--- src/rtl/snitch_ssr_pkg.sv ---
// Shared definitions for the SSR job sequencer.
// - Word indices of the SSR configuration register map.
// - Position of the done bit in the STATUS word.
// - ssr_job_t: the buffered descriptor. It is sized for the largest lane
//   (MaxDims), and unused dimensions stay zero.
package snitch_ssr_pkg;

  localparam int unsigned MaxDims = 4;

  localparam logic [4:0] WORD_STATUS      = 5'd0;
  localparam logic [4:0] WORD_REPEAT      = 5'd1;
  localparam logic [4:0] WORD_BOUND_BASE  = 5'd2;
  localparam logic [4:0] WORD_STRIDE_BASE = 5'd6;
  localparam logic [4:0] WORD_RPTR_BASE   = 5'd24;
  localparam logic [4:0] WORD_WPTR_BASE   = 5'd28;

  localparam int unsigned STATUS_DONE_BIT = 31;

  typedef struct packed {
    logic                      write;
    logic [1:0]                dims;
    logic [31:0]               rep;
    logic [MaxDims-1:0][31:0]  bound;
    logic [MaxDims-1:0][31:0]  stride;
    logic [31:0]               ptr;
  } ssr_job_t;

endpackage

--- src/rtl/snitch_ssr_job_sequencer.sv ---
// Job-level controller that programs one SSR lane through its cfg word port.
// A descriptor is accepted over valid/ready. The sequencer then:
//   1. polls STATUS until the done bit is set;
//   2. writes REPEAT, BOUND(0..dims) and STRIDE(0..dims);
//   3. launches the stream by writing RPTR/WPTR(dims).
// Ports:
//   clk_i, rst_i        clock, synchronous active-high reset
//   job_*_i/job_ready_o descriptor handshake and fields
//   cfg_*               SSR configuration port (rdata is combinational)
//   busy_o              registered "not idle"
//   jobs_o              launched-stream count (wraps)
//   err_o               sticky: a job with out-of-range dims was accepted
module snitch_ssr_job_sequencer
  import snitch_ssr_pkg::*;
#(
  parameter int unsigned NumDims  = 4,
  parameter int unsigned RptWidth = 4,
  parameter int unsigned CntWidth = 16
) (
  input  logic                    clk_i,
  input  logic                    rst_i,
  input  logic                    job_valid_i,
  output logic                    job_ready_o,
  input  logic                    job_write_i,
  input  logic [1:0]              job_dims_i,
  input  logic [RptWidth-1:0]     job_rep_i,
  input  logic [NumDims*32-1:0]   job_bound_i,
  input  logic [NumDims*32-1:0]   job_stride_i,
  input  logic [31:0]             job_ptr_i,
  output logic [4:0]              cfg_word_o,
  output logic                    cfg_write_o,
  output logic [31:0]             cfg_wdata_o,
  input  logic [31:0]             cfg_rdata_i,
  input  logic                    cfg_wready_i,
  output logic                    busy_o,
  output logic [CntWidth-1:0]     jobs_o,
  output logic                    err_o
);

  typedef enum logic [2:0] {
    IDLE, POLL, WR_REP, WR_BND, WR_STR, WR_PTR
  } seq_state_e;

  localparam logic [1:0] MaxDim = 2'(NumDims - 1);

  seq_state_e          state_q, state_d;
  logic [1:0]          idx_q, idx_d;
  ssr_job_t            job_q, job_d;
  logic [CntWidth-1:0] jobs_q, jobs_d;
  logic                err_q, err_d;
  logic                busy_q;

  // Only the done bit of STATUS matters.
  logic unused_rdata;
  assign unused_rdata = ^cfg_rdata_i[30:0];

  always_comb begin
    state_d     = state_q;
    idx_d       = idx_q;
    job_d       = job_q;
    jobs_d      = jobs_q;
    err_d       = err_q;
    job_ready_o = 1'b0;
    cfg_word_o  = '0;
    cfg_write_o = 1'b0;
    cfg_wdata_o = '0;

    case (state_q)
      IDLE: begin
        job_ready_o = 1'b1;
        if (job_valid_i) begin
          job_d.write  = job_write_i;
          job_d.dims   = (job_dims_i > MaxDim) ? MaxDim : job_dims_i;
          job_d.rep    = 32'(job_rep_i);
          job_d.bound  = '0;
          job_d.stride = '0;
          for (int unsigned d = 0; d < NumDims; d++) begin
            job_d.bound[2'(d)]  = job_bound_i[d*32 +: 32];
            job_d.stride[2'(d)] = job_stride_i[d*32 +: 32];
          end
          job_d.ptr = job_ptr_i;
          if (job_dims_i > MaxDim) err_d = 1'b1;
          idx_d   = '0;
          state_d = POLL;
        end
      end
      POLL: begin
        cfg_word_o = WORD_STATUS;
        if (cfg_rdata_i[STATUS_DONE_BIT]) state_d = WR_REP;
      end
      WR_REP: begin
        cfg_write_o = 1'b1;
        cfg_word_o  = WORD_REPEAT;
        cfg_wdata_o = job_q.rep;
        if (cfg_wready_i) begin
          idx_d   = '0;
          state_d = WR_BND;
        end
      end
      WR_BND: begin
        cfg_write_o = 1'b1;
        cfg_word_o  = WORD_BOUND_BASE + 5'(idx_q);
        cfg_wdata_o = job_q.bound[idx_q];
        if (cfg_wready_i) begin
          if (idx_q == job_q.dims) begin
            idx_d   = '0;
            state_d = WR_STR;
          end else begin
            idx_d = idx_q + 2'd1;
          end
        end
      end
      WR_STR: begin
        cfg_write_o = 1'b1;
        cfg_word_o  = WORD_STRIDE_BASE + 5'(idx_q);
        cfg_wdata_o = job_q.stride[idx_q];
        if (cfg_wready_i) begin
          if (idx_q == job_q.dims) begin
            idx_d   = '0;
            state_d = WR_PTR;
          end else begin
            idx_d = idx_q + 2'd1;
          end
        end
      end
      WR_PTR: begin
        // Pointer write is the launch; count it when it completes.
        cfg_write_o = 1'b1;
        cfg_word_o  = (job_q.write ? WORD_WPTR_BASE : WORD_RPTR_BASE) + 5'(job_q.dims);
        cfg_wdata_o = job_q.ptr;
        if (cfg_wready_i) begin
          jobs_d  = jobs_q + CntWidth'(1);
          state_d = IDLE;
        end
      end
      default: state_d = IDLE;
    endcase

    // Keep the port quiet while reset is held, even before state_q is IDLE.
    if (rst_i) begin
      job_ready_o = 1'b0;
      cfg_word_o  = '0;
      cfg_write_o = 1'b0;
      cfg_wdata_o = '0;
    end
  end

  always_ff @(posedge clk_i) begin
    if (rst_i) begin
      state_q <= IDLE;
      idx_q   <= '0;
      job_q   <= '0;
      jobs_q  <= '0;
      err_q   <= 1'b0;
      busy_q  <= 1'b0;
    end else begin
      state_q <= state_d;
      idx_q   <= idx_d;
      job_q   <= job_d;
      jobs_q  <= jobs_d;
      err_q   <= err_d;
      busy_q  <= (state_d != IDLE);
    end
  end

  assign busy_o = busy_q;
  assign jobs_o = jobs_q;
  assign err_o  = err_q;

endmodule

--- config.mk ---
export PLATFORM = sky130hd
export DESIGN_NAME = snitch_ssr_job_sequencer
export DESIGN_NICKNAME = d
export VERILOG_FILES = /design/src/rtl/snitch_ssr_pkg.sv /design/src/rtl/snitch_ssr_job_sequencer.sv
export SDC_FILE = /design/constraint.sdc
export NUM_CORES = 1
export LEC_CHECK = 0
export BUFFER_PORTS_ARGS = -buffer_cell sky130_fd_sc_hd__buf_2
export CAP_MARGIN = 30
export CELL_PAD_IN_SITES_DETAIL_PLACEMENT = 1
export CELL_PAD_IN_SITES_GLOBAL_PLACEMENT = 1
export CORE_MARGIN = 2
export CORE_UTILIZATION = 37
export CTS_CLUSTER_SIZE = 14
export DETAILED_ROUTE_END_ITERATION = 12
export PLACE_DENSITY = 0.85
export SLEW_MARGIN = 20
export SYNTH_ARGS = -nofsm -noshare
export SYNTH_HDL_FRONTEND = slang
export SYNTH_SLANG_ARGS = --single-unit
--- constraint.sdc ---
create_clock -name clk_i -period 2.1 [get_ports clk_i]
set_input_delay 0.315 -clock clk_i [delete_from_list [all_inputs] [get_ports clk_i]]
set_output_delay 0.315 -clock clk_i [all_outputs]
set_load 0.01 [all_outputs]
==> summary.txt <==
Floorplanning
  • DIE AREA: between 0.03 and 0.04 mm^2
  • X dimension of the die: between 150 and 200 um
  • DIE HEIGHT: ~200 um
  • Ports: 388
  • Number of core rows: 70
  • Area inside the core boundary: 0.03643 mm^2
  • Initial cell density of the core: 0.3732

Synthesis
  • Number of nets produced by synthesis: between 2000 and 2500
  • Cell count after synthesis: 1729
  • Count of flip-flops with a built-in enable after synthesis: 0
  • Share of synthesized area occupied by flip-flops and latches: 0.4667
  • Fraction of registers with async set/reset: 0
  • Number of distinct standard cells referenced by the synthesized netlist: 60
  • Netlist Area Pre-Place: between 0.01 and 0.015 mm^2
  • Count of warnings emitted by yosys: 0
  • Predominant post-synthesis flop cell: dfxtp_1
  • Number of synthesized register bits: 317
  • Average cell area after synthesis: between 7 and 8 um^2

STA
  • Final hold viol count: 0
  • Worst hold margin: 0.01823 ns
  • Worst-case setup margin in the final layout: -0.5120 ns
  • Finish-stage setup viols: about 320
  • Maximum clock rate: between 0.3 and 0.4 GHz
  • Aggregate negative setup slack: -41.91 ns
  • Min Clock Period, post-route: 2.612 ns
  • Final period utilization: 1.244
  • Worst slew pin tran: roughly 1.1 ns
  • Unrepaired setup endpoints after global routing: true
  • Relative max-transition margin: 0.2990
  • Clock skew: between 0.015 and 0.02 ns
  • Final-report max-slew violation count: 0

Outcome
  • Violated checks: negative setup slack
  • Run status: finished, violations left

Worst setup path
  • Class of the most critical setup path: reg2out
  • Startpoint class of the critical path: flop
  • Cell type group with the largest total delay on the critical path: simple AND/OR/NAND/NOR gates
  • CP max-delay cell: or4bb_4
  • Buf+Inv Stages, Crit Path: 2
  • Number of logic stages on the critical path including buffering: 6
  • Highest fanout seen on the critical path: 13
  • Critical path, cell by cell: or4bb_4, buf_12, nor2_2, a21oi_1, a31oi_1, buf_2
  • Depth of the worst register-to-register path: 10
  • CP arrival: between 2 and 2.5 ns
  • Critical path capture point type: primary output
  • Max stage delay on crit path: 0.59 ns
  • Data required time of the critical path: roughly 1.8 ns

CTS
  • Max Buffers Root-to-Sink: 3
  • Clk sink count: 317
  • Source-to-sink clock delay at the later pin of the worst-skew pair: between 0.5 and 0.6 ns
  • CTS H-Tree Depth: 2
  • Clock transition at the register clock pins on the worst setup and hold paths after CTS: about 0.070 ns
  • Num CTS Buffers: 37
  • Cell at the root of the clock tree: clkbuf_16
  • CTS tree: done

Global route
  • First-pass GRT wire length: ~80000 um
  • Number of global-route vias before repair: between 10000 and 15000
  • GRT overflow: 0
  • Maximum number of pins on one net before global-route repair: ~200
  • Antenna violations before repair: 15
  • Total GRT Usage: 0.2668

Layout
  • Non-Filler Instances: about 2600
  • Area growth from synthesis to final layout: 34.47%
  • Share of cells above drive strength 1: 0.3266
  • Most frequent standard cell in the layout excluding fill and tap cells: nand2_1
  • Final nets: between 2000 and 2500
  • Most frequent cells in the layout: nand2_1 (646), buf_2 (351), dfxtp_1 (313)

Detailed routing
  • Routed len/inst: ~21 um
  • DRC violation count after routing: 0
  • Antenna viol nets, final: 0
  • Number of iterations in the first detailed-routing pass: 5
  • Vias: between 10000 and 15000
  • WL final: ~55000 um
  • Vias/cell: approximately 5.4
  • Initial drt markers: between 700 and 800

Place
  • Number of placed cells counting well taps: between 2000 and 2500
  • Worst-case setup slack after placement: -0.05159 ns
  • Weighted congestion reported at the end of routability-driven placement: 0.8606
  • Final HPWL from detailed placement: 35240 um
  • PortBufs: between 300 and 400

Pwr
  • LEAKAGE: a little over 7 nW
  • Power density cells: around 910 mW/mm^2
  • Maximum resistive drop on vdd: about 0.00068 V
  • PnR Total Power: 16.63 mW

Hold path
  • Worst hold path type: in2reg
  • Worst Hold Depth: 3

Flow run
  • Max-capacitance violation count: 0
-- worst min-delay path, cell delays in order --
cell	delay [ns]
buf_2	0.10
nand2_1	0.05
a21oi_1	0.05
-- cells by family (layout without fill, tap and decap cells) --
kind of cell,count (synthesis),in the layout,share of synthesized area
AO/OA/AOI/OAI,402,402,0.1584
flip-flops,317,317,0.4667
adder cells (fa/ha/maj),1,1,0.0009201
multiplexers,101,101,0.1031
XOR/XNOR,11,11,0.007085
other,1,10,0.0002758
AND/OR/NAND/NOR,745,745,0.2193
buffers and inverters,151,516,0.04426
-- per-stage QoR --
stage,utilization,instance area [um^2]
after floorplan,-,13600
after global placement,0.4395,16010
after detailed placement,0.4395,16010
after CTS,0.4854,17690
after global routing,0.5017,18280
final,0.5018,18280
-- path summary, 6_finish.rpt --
check                                          endpoint  slack [ns]                   start
worst max-delay path                    cfg_wdata_o[31]       -0.51   state_q[2]$_SDFF_PP0_
worst max register to register  job_q[167]$_SDFFE_PP0P_       -0.21   state_q[2]$_SDFF_PP0_
worst min register to register   job_q[29]$_SDFFE_PP0P_        0.46  job_q[29]$_SDFFE_PP0P_
worst min-delay path            job_q[287]$_SDFFE_PP0P_        0.02        job_bound_i[127]
-- registers in the layout, indices dropped and copies added, names as in the netlist --
register  cells
job_q       295
jobs_o       16
state_q       3
idx_q         2
busy_o        1
-- timing repair --
| action | in CTS | in global routing |
|---|---|---|
| cloned | 5 | 4 |
| buffers inserted | 14 | 13 |
| endpoints found under the setup margin | 46 | 40 |
| gates resized for setup | 47 | 118 |
| pin swaps | 20 | 25 |
| endpoints found under the hold margin | 2 | 0 |
| hold buffers | 2 | 0 |
-- routing by layer --
| metal | share of wire | GRT usage | vias to the layer above |
|---|---|---|---|
| li1 | - | - | 6484 |
| met1 | 0.45 | 0.3610 | 6775 |
| met2 | 0.45 | 0.4283 | 505 |
| met3 | 0.057 | 0.04384 | 160 |
| met4 | 0.042 | 0.1038 | 10 |
| met5 | 0.0012 | 0 | - |
-- layout make-up --
class | count | area [um^2]
Antenna cell | 9 | 22.52
Clock buffer | 52 | 1085
Clock inverter | 14 | 131.4
Fill cell | 4396 | 18150
Inverter | 8 | 32.53
Multi-Input combinational cell | 1261 | 7097
Sequential cell | 317 | 6359
Tap cell | 468 | 585.6
Timing Repair Buffer | 442 | 2972
-- report_power, final --
group          switching (mW)  leakage [nW]  internal [mW]  total [mW]
sequential              0.310          2.60           6.56        6.87
combinational            1.92          4.01           1.34        3.26
clock                    2.65         0.609           3.86        6.51
-- synth_stat cells, drive strengths merged, types with 3 or more instances --
cell type,n,share of area
a21oi,338,0.12
a222oi,5,0.0037
a22oi,3,0.0017
a31o,3,0.0019
a31oi,29,0.013
buf,21,0.0075
clkbuf,122,0.035
dfxtp,317,0.47
inv,8,0.0022
mux2,42,0.035
mux2i,32,0.024
mux4,27,0.045
nand2,657,0.18
nand3,6,0.0022
nand4,4,0.0023
nor2,42,0.012
nor3,3,0.0011
nor3b,3,0.0017
nor4,4,0.0018
o21ai,5,0.0018
o31ai,3,0.0017
or3,5,0.0024
or4,3,0.0017
xnor2,5,0.0032
xor2,6,0.0039
(Power assumes the default switching activity.)
